**config.mk**
```make
export PLATFORM = sky130hd
export DESIGN_NAME = conv_window_feeder
export DESIGN_NICKNAME = d
export VERILOG_FILES = /design/src/rtl/conv_window_feeder_pkg.sv /design/src/rtl/conv_window_feeder_line_buffer.sv /design/src/rtl/conv_window_feeder.sv
export SDC_FILE = /design/constraint.sdc
export NUM_CORES = 1
export LEC_CHECK = 0
export ABC_AREA = 1
export CORE_AREA = 2 2 202 204
export CTS_CLUSTER_DIAMETER = 100
export CTS_CLUSTER_SIZE = 20
export DETAILED_ROUTE_END_ITERATION = 10
export DIE_AREA = 0 0 204 206
export PLACE_DENSITY_LB_ADDON = 0.08
export SLEW_MARGIN = 20
export SYNTH_ARGS = -nofsm -noshare
export SYNTH_HDL_FRONTEND = slang
export SYNTH_SLANG_ARGS = --single-unit
```
**constraint.sdc**
```tcl
create_clock -name clk_i -period 9.75 [get_ports clk_i]
set_clock_uncertainty 0.05 [all_clocks]
set_input_delay 2.925 -clock clk_i [delete_from_list [all_inputs] [get_ports clk_i]]
set_output_delay 2.925 -clock clk_i [all_outputs]
set_load 0.005 [all_outputs]
```
**src/rtl/conv_window_feeder_pkg.sv**
```systemverilog
// Shared defaults and helpers for the 3x3 streaming window feeder.
package conv_window_feeder_pkg;

  localparam int DATA_WIDTH_DEF = 8;
  localparam int INPUT_SIZE     = 3;
  localparam int IMG_W_DEF      = 28;
  localparam int IMG_H_DEF      = 28;

  // A pixel closes a valid (unpadded) window once two full rows and columns precede it.
  function automatic logic window_done(input logic [31:0] row, input logic [31:0] col);
    return (row >= 32'd2) && (col >= 32'd2);
  endfunction

endpackage

```
**src/rtl/conv_window_feeder_line_buffer.sv**
```systemverilog
// Two-row line store: asynchronous read, synchronous read-before-write at one address.
module line_buffer #(
  parameter int DEPTH = 28,
  parameter int WIDTH = 16
) (
  input  logic                     clk_i,
  input  logic                     we_i,
  input  logic [$clog2(DEPTH)-1:0] addr_i,
  input  logic [WIDTH-1:0]         wdata_i,
  output logic [WIDTH-1:0]         rdata_o
);

  logic [WIDTH-1:0] mem_q [DEPTH];

  assign rdata_o = mem_q[addr_i];

  always_ff @(posedge clk_i) begin
    if (we_i) begin
      mem_q[addr_i] <= wdata_i;
    end
  end

endmodule

```
**src/rtl/conv_window_feeder.sv**
```systemverilog
// Raster-order pixel stream in, fully populated 3x3 windows out as three row vectors.
module conv_window_feeder
  import conv_window_feeder_pkg::*;
#(
  parameter int DATA_WIDTH = DATA_WIDTH_DEF,
  parameter int IMG_W      = IMG_W_DEF,
  parameter int IMG_H      = IMG_H_DEF
) (
  input  logic                  clk_i,
  input  logic                  rst,
  input  logic                  in_valid,
  input  logic                  in_sof,
  input  logic [DATA_WIDTH-1:0] in_data,
  output logic                  in_ready,
  output logic [DATA_WIDTH-1:0] win_row1 [INPUT_SIZE],
  output logic [DATA_WIDTH-1:0] win_row2 [INPUT_SIZE],
  output logic [DATA_WIDTH-1:0] win_row3 [INPUT_SIZE],
  output logic                  out_valid,
  input  logic                  out_ready,
  output logic                  out_last
);

  localparam int COL_W = $clog2(IMG_W);
  localparam int ROW_W = $clog2(IMG_H);
  localparam logic [COL_W-1:0] COL_LAST = COL_W'(IMG_W - 1);
  localparam logic [ROW_W-1:0] ROW_LAST = ROW_W'(IMG_H - 1);

  logic [COL_W-1:0]        col_q, col_d, col_eff;
  logic [ROW_W-1:0]        row_q, row_d, row_eff;
  logic [DATA_WIDTH-1:0]   win_q [INPUT_SIZE][INPUT_SIZE];
  logic [DATA_WIDTH-1:0]   win_d [INPUT_SIZE][INPUT_SIZE];
  logic                    out_valid_q, out_valid_d;
  logic                    out_last_q, out_last_d;
  logic                    accept;
  logic [2*DATA_WIDTH-1:0] lb_rdata, lb_wdata;
  logic [DATA_WIDTH-1:0]   top_old, mid_old;

  assign in_ready = !out_valid_q || out_ready;
  assign accept   = in_valid && in_ready;

  // A start-of-frame pixel is always (0,0), regardless of where the counters were.
  assign col_eff = in_sof ? '0 : col_q;
  assign row_eff = in_sof ? '0 : row_q;

  assign {top_old, mid_old} = lb_rdata;
  assign lb_wdata           = {mid_old, in_data};

  line_buffer #(
    .DEPTH (IMG_W),
    .WIDTH (2 * DATA_WIDTH)
  ) u_line_buffer (
    .clk_i   (clk_i),
    .we_i    (accept),
    .addr_i  (col_eff),
    .wdata_i (lb_wdata),
    .rdata_o (lb_rdata)
  );

  always_comb begin
    col_d       = col_q;
    row_d       = row_q;
    win_d       = win_q;
    out_valid_d = out_valid_q;
    out_last_d  = out_last_q;
    if (accept) begin
      if (col_eff == COL_LAST) begin
        col_d = '0;
        row_d = (row_eff == ROW_LAST) ? '0 : row_eff + 1'b1;
      end else begin
        col_d = col_eff + 1'b1;
        row_d = row_eff;
      end
      // Shift left every accept so columns 0..1 of each row prime the window.
      for (int r = 0; r < INPUT_SIZE; r++) begin
        for (int k = 0; k < INPUT_SIZE - 1; k++) begin
          win_d[r][k] = win_q[r][k+1];
        end
      end
      win_d[0][INPUT_SIZE-1] = top_old;
      win_d[1][INPUT_SIZE-1] = mid_old;
      win_d[2][INPUT_SIZE-1] = in_data;
      out_valid_d = window_done(32'(row_eff), 32'(col_eff));
      out_last_d  = (row_eff == ROW_LAST) && (col_eff == COL_LAST);
    end else if (out_ready) begin
      out_valid_d = 1'b0;
      out_last_d  = 1'b0;
    end
  end

  always_ff @(posedge clk_i) begin
    if (rst) begin
      col_q       <= '0;
      row_q       <= '0;
      out_valid_q <= 1'b0;
      out_last_q  <= 1'b0;
      for (int r = 0; r < INPUT_SIZE; r++) begin
        for (int k = 0; k < INPUT_SIZE; k++) begin
          win_q[r][k] <= '0;
        end
      end
    end else begin
      col_q       <= col_d;
      row_q       <= row_d;
      out_valid_q <= out_valid_d;
      out_last_q  <= out_last_d;
      win_q       <= win_d;
    end
  end

  always_comb begin
    for (int k = 0; k < INPUT_SIZE; k++) begin
      win_row1[k] = win_q[0][k];
      win_row2[k] = win_q[1][k];
      win_row3[k] = win_q[2][k];
    end
  end

  assign out_valid = out_valid_q;
  assign out_last  = out_last_q;

endmodule

```
**Yosys cells after proc, flatten, opt, wreduce, memory -nomap -nowiden**

Memories as Yosys holds them, arrays and structs flattened.
Index checks and enable logic that the tools add are counted.
Widths: inputs -> output; s select.

- Register bits: 84
- Memory bits (writable): 448
- Memories kept: 1
- Output and inout port bits: 75
- Input port bits: 13

Memories:

| name | words | bits a word | read ports | clocked after memory_dff | wr ports | line | RTL |
|---|---|---|---|---|---|---|---|
| u_line_buffer.mem_q | 28 | 16 | 1 | 0 | 1 | conv_window_feeder_line_buffer.sv:13 | `logic [WIDTH-1:0] mem_q [DEPTH];` |

- Muxes and demuxes: 10
- Equality and inequality tests: 2
- Reductions and logical operators: 6
- $lt $le $gt $ge: 2
- $add $sub $neg: 2

Operators by type and width:

| cell | count |
|---|---|
| $mux 5 | 5 |
| $add 5x1->5 const B | 2 |
| $eq 5x5->1 const B | 2 |
| $ge 5x2->1 const B | 2 |
| $mux 1 | 5 |
| $logic_and 1x1->1 | 3 |
| $reduce_bool 2->1 | 1 |
| $logic_not 1->1 | 1 |
| $logic_or 1x1->1 | 1 |

**Depth between registers and ports, before layout**

Gate-level depths: netlist of the first run.

- Depth after elaboration: 5
- Mapped depth: 16
- Gate-level depth less buffers: 14

**Hierarchy**

From an unflattened synthesis of the first run, not the netlist that was laid out.

- Cell total of the unflattened synthesis: 2194
- Area, all modules: 21824.7 um^2

By module, submodules not included:

| module | times used | area each (um^2) | cells an instance |
|---|---|---|---|
| line_buffer | 1 | 18646.6 | 1768 |
| conv_window_feeder | 1 | 3178.0 | 426 |

**Worst setup path before layout of the first run**

No wires, ideal clock.

- Path type: input to output
- From: input out_ready
- To: output in_ready
- Buffers on the path: 0
- Path slack: 3.728 ns
- Arrival time: 3.047 ns
- Stages: 2
- Cells stage by stage: inv_1 nand2_1

- Cells in the longest elaborated chain, start to end: 1

Ends and longest elaborated chain:

| what | line | RTL |
|---|---|---|
| from (decl) | conv_window_feeder.sv:19 | `input logic out_ready,` |
| $logic_or 1x1->1 | conv_window_feeder.sv:38 | `assign in_ready = !out_valid_q \|\| out_ready;` |
| to (decl) | conv_window_feeder.sv:14 | `output logic in_ready,` |

Every way passes these cells.

**Final worst setup path of the first run**

Same ends and word-level chain as after synthesis.

==> results.cfg, run 1 <==
[worst_setup_path]
cp_top_family = buffers and inverters
worstPathArrival_ns = 4.05
crit_type = input port to output pin
slowest_delay_ns = 0.51
critPathSlowestCell = clkdlybuf4s50_1
crit_required_ns = 6.78
crit_path_frequent_cell = clkdlybuf4s50_1
endpoint_kind = output pin
worstPathCellList = clkdlybuf4s50_1, inv_1, nand2_1, clkdlybuf4s50_1
path_max_fanout = 3
startpoint_type = input port
cp_num_buf_inv = 3

[grt]
grt_util_met1 = 0.372
grt_overflow = 0
grt_max_degree = 80
grt_pass1_wl_um = 83400
track_usage = 0.266
grt_pass1_vias = 13500
grt_busiest_layer = met2
met2_usage = 0.440
antenna_found_initial = 0
gr-usage-met3 = 0.0268

[detailed_routing]
post_drt_wl_per_cell_um = 20.7
via_per_inst = 5.43
dr.pass1.iters = 5
dr_total_vias = 14500
wl_um = 55400
antenna_violating_nets_post_route = 0
drt-initial-drc-count = 1363
drc = 0

[floorplan]
die_w_um = 204
rows = 74
start_util = 0.539
die-area_um2 = 42000
core_area_um2 = 40200
fp.dieH_um = 206
ios = 88

[timing]
rsz0062_at_grt = false
final-hold-violation-count = 0
slew_headroom = 0.361
min_period_ns = 7.03
fmaxAchievable_ghz = 0.142
timing.final.crit_share = 0.721
fin_setup_tns_ns = 0
finalSetupViolCount = 0
slew_viol_final = 0
tightestPinTransition_ns = 0.957

[power]
ir_worst_vdd_mv = 0.178
powerDensity_nw_per_um2 = 175
p_leak_nw = 9.25
power.total_mw = 4.20

[layout]
synthToLayoutAreaGrowth_pct = 10.7
insertedDiodeCount = 0
fillers = 3372
finish.net_count = 2134
layout-drive-gt1-share = 0.0551
multi_input_area_um2 = 5250
seq_area_um2 = 15100

[clock_network]
clk_pin_slew_ns = 0.08
cts-htree-levels = 1
clock_latency_ns = 0.61
cts.path.max_buffers = 3
cts_sinks = 532
cts_root_buf = clkbuf_16
cts_tree = done
hold_buffers = 0
cts_made_buffers = 30
cts_setup_buffers = 0
cts_resized = 0

[placed_design]
io_buffers = 87
hpwl_um = 32400
gp_congestion = 0.843

[synth]
syn-instance-count = 2049
yosys_warnings = 0
synth_cell_type_count = 28
avgSynthCellArea_um2 = 10.6
syn-num-nets = 2063
seq_area_frac_synth = 0.698
syn_area_um2 = 21700
synth-seq-cells = 532

[hold_path]
min_path_type = register to register

[run]
maxCapViolCount = 0

[outcome]
status = completed
==> Yosys cell counts <==
master | count | area, um2
nand2_1 | 581 | 2180
edfxtp_1 | 448 | 13500
nor2_1 | 213 | 800
inv_1 | 200 | 751
nand3_1 | 182 | 911
o21ai_0 | 106 | 531
dfxtp_1 | 84 | 1680
a21oi_1 | 63 | 315
buf_2 | 38 | 190
clkbuf_1 | 32 | 120
nand4_1 | 19 | 119
buf_4 | 18 | 135
o211ai_1 | 17 | 128
buf_1 | 8 | 30.0
buf_6 | 8 | 90.1
inv_2 | 8 | 30.0
nor2_2 | 5 | 31.3
nor2_4 | 4 | 45.0
nand2_4 | 3 | 33.8
a211oi_1 | 2 | 15.0
nand2_2 | 2 | 12.5
nor3_1 | 2 | 10.0
ha_1 | 1 | 12.5
nand3b_1 | 1 | 7.51
nor2_8 | 1 | 20.0
o21ai_1 | 1 | 5.00
o221ai_1 | 1 | 8.76
xnor2_1 | 1 | 8.76
==> per-stage QoR <==
| step | cells | setup slack (ns) | hold slack (ns) | util | area (um2) |
|---|---|---|---|---|---|
| finish | 2674 | 2.72 | 0.420 | 0.597 | 24000 |
| global route | 2674 | 2.51 | 0.450 | 0.597 | 24000 |
| CTS | 2674 | 2.71 | 0.422 | 0.597 | 24000 |
| detailed placement | 2620 | 2.25 | 0.410 | 0.575 | 23100 |
| global placement | 2620 | 2.35 | 0.405 | 0.575 | 23100 |
| floorplan | 2049 | 3.73 | 0.395 | - | 21700 |
==> worst reg2reg max path, delay by kind of cell (launching register included) <==
kind,cells,cell delay [ns]
buffers and inverters,1,0.51
and+or+nand+nor,8,2.48
DFF,1,0.92
==> sequential cells by signal (all words and copies together) (netlist names) <==
signal,cells
row_q,5
win_row3,24
win_row2,24
u_line_buffer.mem_q,448
col_q,5
out_valid,1
out_last,1
win_row1,24
==> kinds of logic after synthesis <==
logic type	Yosys count	share of synthesized area
xor+xnor	1	0.000404
buf+inv	312	0.0621
flops	532	0.698
simple gates	1013	0.192
fa+ha+maj	1	0.000577
compound gates	190	0.0462
==> layout by cell type (no fill, tap or decap), drive strengths merged <==
master           n
nand2          586
edfxtp         448
nor2           223
inv            208
nand3          182
o21ai          107
clkdlybuf4s50   86
dfxtp           84
a21oi           63
buf             57
clkbuf          53
nand4           19
o211ai          17
nor3             2
a211oi           2
o221ai           1
clkinv           1
xnor2            1
nand3b           1
ha               1
==> metal layers <==
layer  part of all wire  vias up
li1                   -     6914
met3              0.068       82
met4              0.031        0
met2               0.48      517
met5                  0        -
met1               0.42     7010
==> path summary, 6_finish.rpt <==
path                         start                                     to  slack, ns  cells after the start
min reg2reg  row_q[4]$_SDFFE_PP0P_                  row_q[4]$_SDFFE_PP0P_       0.42                      2
max                      out_ready                               in_ready       2.72                      4
min          row_q[4]$_SDFFE_PP0P_                  row_q[4]$_SDFFE_PP0P_       0.42                      2
max reg2reg  col_q[0]$_SDFFE_PP0P_  u_line_buffer.mem_q[12][12]$_DFFE_PP_       5.45                      9
==> cell type report <==
type / instances / share of cell area
Multi-Input combinational cell: 1205 / 0.219
Sequential cell: 532 / 0.631
Inverter: 208 / 0.0325
Timing Repair Buffer: 143 / 0.0541
Tap cell: 532 / 0.0277
Clock inverter: 1 / 0.000365
Clock buffer: 53 / 0.0358
==> where the power goes <==
group / leakage (nW) / switching, mW / internal (mW) / total (mW)
Clock: 0.413 / 0.706 / 0.597 / 1.30
Combinational: 4.11 / 0.238 / 0.105 / 0.342
Sequential: 4.74 / 0.0217 / 2.53 / 2.55
Total: 9.25 / 0.966 / 3.23 / 4.20
Note: power is estimated with default switching activity, not from simulation.
==> inputs of run 2 (changes only) <==
clock period = 6.25 ns   (was 9.75 ns; I/O delays follow)
==> run 2 against run 1 <==
  * First-iteration DRC count up 1.5%
  * Highest routed layer unchanged
  * Critical path type is now input port to register
  * Combinational power is 62% higher
  * Global-route usage is 0.50 points higher
  * Non-clock buffer count grew 15
  * Final cell count is 0.19% higher
  * Sequential power rose by 56%
==> results.cfg, run 2 (synthesized netlist as in run 1, its figures left out) <==
[outcome]
status = completed

[timing]
tightestPinTransition_ns = 0.919
slew_viol_final = 0
min_period_ns = 5.01
timing.final.crit_share = 0.801
fin_setup_tns_ns = 0
slew_headroom = 0.388
final-hold-violation-count = 0
finalSetupViolCount = 0
fmaxAchievable_ghz = 0.200
rsz0062_at_grt = false

[clock_network]
cts_setup_buffers = 0
clock_latency_ns = 0.61
cts.path.max_buffers = 3
clk_pin_slew_ns = 0.09
hold_buffers = 0
cts_sinks = 532
cts_made_buffers = 30
cts_tree = done
cts_root_buf = clkbuf_16
cts-htree-levels = 1
cts_resized = 0

[worst_setup_path]
crit_type = input port to register
endpoint_kind = register
crit_required_ns = 6.53
slowest_delay_ns = 0.85
r2r_slack_ns = 2.78
critPathSlowestCell = clkdlybuf4s50_1
path_max_fanout = 56
crit_path_frequent_cell = nand2_1
worstPathCellList = clkdlybuf4s50_1, inv_2, nand2_8, buf_12, buf_4, nand2_1, nand3_1, nand3_1, nand2_1, nand2_1, nor2_1, nand2_1, buf_4
worstPathArrival_ns = 5.29
startpoint_type = input port

[hold_path]
min_path_type = register to register

[layout]
largest_reg_flops = 448
finish.net_count = 2149
fin_cells = 2679
synthToLayoutAreaGrowth_pct = 11.3
postLayoutCoreUtil = 0.600
layout_commonest_cell = nand2_1
regMostFlops = u_line_buffer.mem_q
layout-drive-gt1-share = 0.0620
mostFrequentLayoutCells = 580 x nand2_1, 448 x edfxtp_1, 212 x nor2_1

[grt]
antenna_found_initial = 1
grt_overflow = 0
grt_pass1_wl_um = 85200
grt_pass1_vias = 14000
grt_max_degree = 86
track_usage = 0.271

[power]
p_leak_nw = 9.33
power.total_mw = 6.54
powerDensity_nw_per_um2 = 271
ir_worst_vdd_mv = 0.224

[detailed_routing]
drt-initial-drc-count = 1384
post_drt_wl_per_cell_um = 21.0
wl_um = 56200
antenna_violating_nets_post_route = 0
drc = 0
via_per_inst = 5.45
dr.pass1.iters = 5
dr_total_vias = 14600

[floorplan]
start_util = 0.539
die-area_um2 = 42000
die_w_um = 204
core_area_um2 = 40200
ios = 88
fp.dieH_um = 206
rows = 74

[placed_design]
io_buffers = 87
hpwl_um = 33800
gp_congestion = 0.856
numPlacedInstances = 2635

[run]
maxCapViolCount = 0
run 2: changes by cell type in the layout (fill, tap and decap cells not counted):
cell,delta
buf_12,+7
buf_2,+4
buf_4,+8
clkbuf_1,-11
clkdlybuf4s50_1,-4
diode_2,+1
nand3_1,+4
nand3_2,-4
run 2: area by class of cell:
class,instances,area (um2)
clock inverter,1,8.76
clock buffer,42,817
inverter,208,781
tap,532,666
fill,3397,16100
multi-input combinational,1205,5230
antenna,1,2.50
timing repair buffer,158,1480
sequential,532,15100
run 2: layer usage:
layer / vias up / routed length [um] / track usage
li1: 6944 / - / -
met1: 7032 / 23600 / 0.373
met2: 536 / 26000 / 0.436
met3: 96 / 4300 / 0.0396
met4: 0 / 2300 / 0.113
met5: - / 0 / 0
run 2: where the power goes:
part | internal, mW | switching, mW
sequential | 3.95 | 0.0341
combinational | 0.177 | 0.376
clock | 0.905 | 1.10
total | 5.03 | 1.51
run 2: worst paths after layout:
check                        startpoint                               endpoint  cells after the start
hold / removal    row_q[4]$_SDFFE_PP0P_                  row_q[4]$_SDFFE_PP0P_                      2
setup / recovery                 in_sof  u_line_buffer.mem_q[23][12]$_DFFE_PP_                     13
setup reg to reg  col_q[0]$_SDFFE_PP0P_  u_line_buffer.mem_q[17][15]$_DFFE_PP_                     10
hold reg to reg   row_q[4]$_SDFFE_PP0P_                  row_q[4]$_SDFFE_PP0P_                      2
run 2: critical path: cells and delay by family:
family | cells | cell delay [ns]
and+or+nand+nor | 8 | 1.19
buffers and inverters | 5 | 2.14
run 2: stage by stage:
| stage | cell area (um2) | setup WS [ns] | hold WS, ns |
|---|---|---|---|
| after global routing | 24100 | 1.01 | 0.451 |
| after global placement | 23300 | 0.794 | 0.406 |
| after floorplan | 21700 | 2.22 | 0.395 |
| final | 24100 | 1.24 | 0.426 |
| after CTS | 24100 | 1.26 | 0.423 |
| after detailed placement | 23300 | 0.652 | 0.411 |
==> inputs of run 3 (changes only) <==
clock period = 4.5 ns   (was 6.25 ns; I/O delays follow)
==> run 3 against run 2 <==
  * Register-to-register slack got worse by 0.99 ns
  * Final area rose by 0.86%
  * Via count fell by 0.37%
  * Combinational power rose by 43%
  * Largest cell class unchanged
  * Largest power group unchanged
==> results.cfg, run 3 (synthesized netlist as in run 1, its figures left out) <==
[outcome]
status = completed

[grt]
grt_max_degree = 83
grt_util_met1 = 0.381
met2_usage = 0.422
track_usage = 0.265
grt_pass1_wl_um = 82800
grt_busiest_layer = met2
gr-usage-met3 = 0.0356
antenna_found_initial = 3
grt_pass1_vias = 13600
grt_overflow = 0

[detailed_routing]
wl_um = 55200
antenna_violating_nets_post_route = 0
post_drt_wl_per_cell_um = 20.5
dr.pass1.iters = 7
dr_total_vias = 14600
drt-initial-drc-count = 1465
drc = 0
via_per_inst = 5.40

[clock_network]
cts_resized = 0
cts_root_buf = clkbuf_16
hold_buffers = 0
cts_setup_buffers = 0
clk_pin_slew_ns = 0.08
cts.path.max_buffers = 3
cts_tree = done
clock_latency_ns = 0.60
cts_sinks = 532
cts_made_buffers = 30
cts-htree-levels = 1

[power]
internal-power_mw = 7.01
powerDensity_nw_per_um2 = 373
netSwitchingFraction = 0.228
ir_worst_vdd_mv = 0.325
p_leak_nw = 9.43
power.total_mw = 9.08
power.share.clock = 0.305
power_frac_comb = 0.087
power.switching_mw = 2.07
p_seq_frac = 0.608

[layout]
largest_reg_flops = 448
postLayoutCoreUtil = 0.605
finish.net_count = 2167
layout-drive-gt1-share = 0.0679
insertedDiodeCount = 0
layout_commonest_cell = nand2_1
regMostFlops = u_line_buffer.mem_q
synthToLayoutAreaGrowth_pct = 12.2
mostFrequentLayoutCells = 580 x nand2_1, 448 x edfxtp_1, 212 x nor2_1

[worst_setup_path]
cp_top_family = buffers and inverters
cp_num_buf_inv = 3
slowest_delay_ns = 0.51
r2r-end = u_line_buffer.mem_q[17][8]$_DFFE_PP_
worstRegToRegCells = 12
crit_type = input port to output pin
endpoint_kind = output pin
worstPathArrival_ns = 2.48
crit_required_ns = 3.10
r2r_slack_ns = 1.79
crit_path_frequent_cell = clkdlybuf4s50_1
r2r_start = col_q[0]$_SDFFE_PP0P_
critPathSlowestCell = clkdlybuf4s50_1
path_max_fanout = 3
worstPathCellList = clkdlybuf4s50_1, inv_1, nand2_1, clkdlybuf4s50_1
startpoint_type = input port

[floorplan]
die-area_um2 = 42000
core_area_um2 = 40200
fp.dieH_um = 206
die_w_um = 204
rows = 74
start_util = 0.539
ios = 88

[placed_design]
io_buffers = 87
preCtsSetupSlack_ns = 0.251
hpwl_um = 33700
gp_congestion = 0.881

[timing]
timing.final.crit_share = 0.861
final-hold-violation-count = 0
rsz0062_at_grt = false
min_period_ns = 3.88
tightestPinTransition_ns = 1.10
slew_viol_final = 0
fin_setup_tns_ns = 0
finalSetupViolCount = 0
fmaxAchievable_ghz = 0.258
slew_headroom = 0.262
fin_ws_ns = 0.625

[hold_path]
whs_path_depth = 2
min_path_type = register to register
holdPathEnd = row_q[4]$_SDFFE_PP0P_
hp-start = row_q[4]$_SDFFE_PP0P_

[run]
maxCapViolCount = 0
==> run 3: changes by cell type in the layout (fill, tap and decap cells not counted) <==
cell             change
clkdlybuf4s50_1      +4
buf_2                -4
buf_4               +14
clkbuf_1             +1
buf_12               +4
diode_2              -1
==> run 3: how the worst max path moves through the flow <==
stage / start / endpoint / slack [ns] / depth (start not counted)
detailed placement: in_sof / u_line_buffer.mem_q[11][14]$_DFFE_PP_ / 0.25 / 14
finish: out_ready / in_ready / 0.62 / 4
global placement: in_sof / win_row2[6]$_SDFFE_PP0P_ / 0.26 / 16
CTS: out_ready / in_ready / 0.62 / 4
global route: out_ready / in_ready / 0.56 / 4
floorplan: in_sof / u_line_buffer.mem_q[0][0]$_DFFE_PP_ / 1.0 / 9
==> run 3: power groups by stage <==
stage / clock, mW / sequential (mW) / combinational [mW]
floorplan: 0 / 5.64 / 0.393
global placement: 0 / 5.63 / 0.781
detailed placement: 0 / 5.64 / 0.790
CTS: 2.82 / 5.52 / 0.793
global route: 2.98 / 5.53 / 0.868
finish: 2.76 / 5.52 / 0.790
==> run 3: area by class of cell <==
cell class                      count  area (um2)
Fill cell                        3334       15900
Sequential cell                   532       15100
Multi-Input combinational cell   1205        5230
Timing Repair Buffer              176        1680
Clock buffer                       43         821
Inverter                          208         781
Tap cell                          532         666
Clock inverter                      1        8.76
==> run 3: per-layer routing <==
metal / vias to the layer above / wire (um) / share of wire
met5: - / 0 / 0
met4: 0 / 1720 / 0.031
met3: 82 / 4540 / 0.082
met2: 608 / 25300 / 0.46
met1: 6893 / 23600 / 0.43
li1: 6971 / - / -
==> run 3: stage by stage <==
step           std cells  instance area [um2]  hold slack (ns)
2_1_floorplan       2049                21700            0.395
3_3_place_gp        2653                23500            0.402
5_1_grt             2697                24300            0.452
6_report            2697                24300            0.423
4_1_cts             2697                24300            0.419
3_5_place_dp        2653                23500            0.406
==> run 3: worst min-delay path, delay by kind of cell (launching register included) <==
| family | cells | cell delay (ns) |
|---|---|---|
| DFF | 1 | 0.32 |
| and+or+nand+nor | 1 | 0.06 |
| AOI/OAI and AO/OA | 1 | 0.06 |
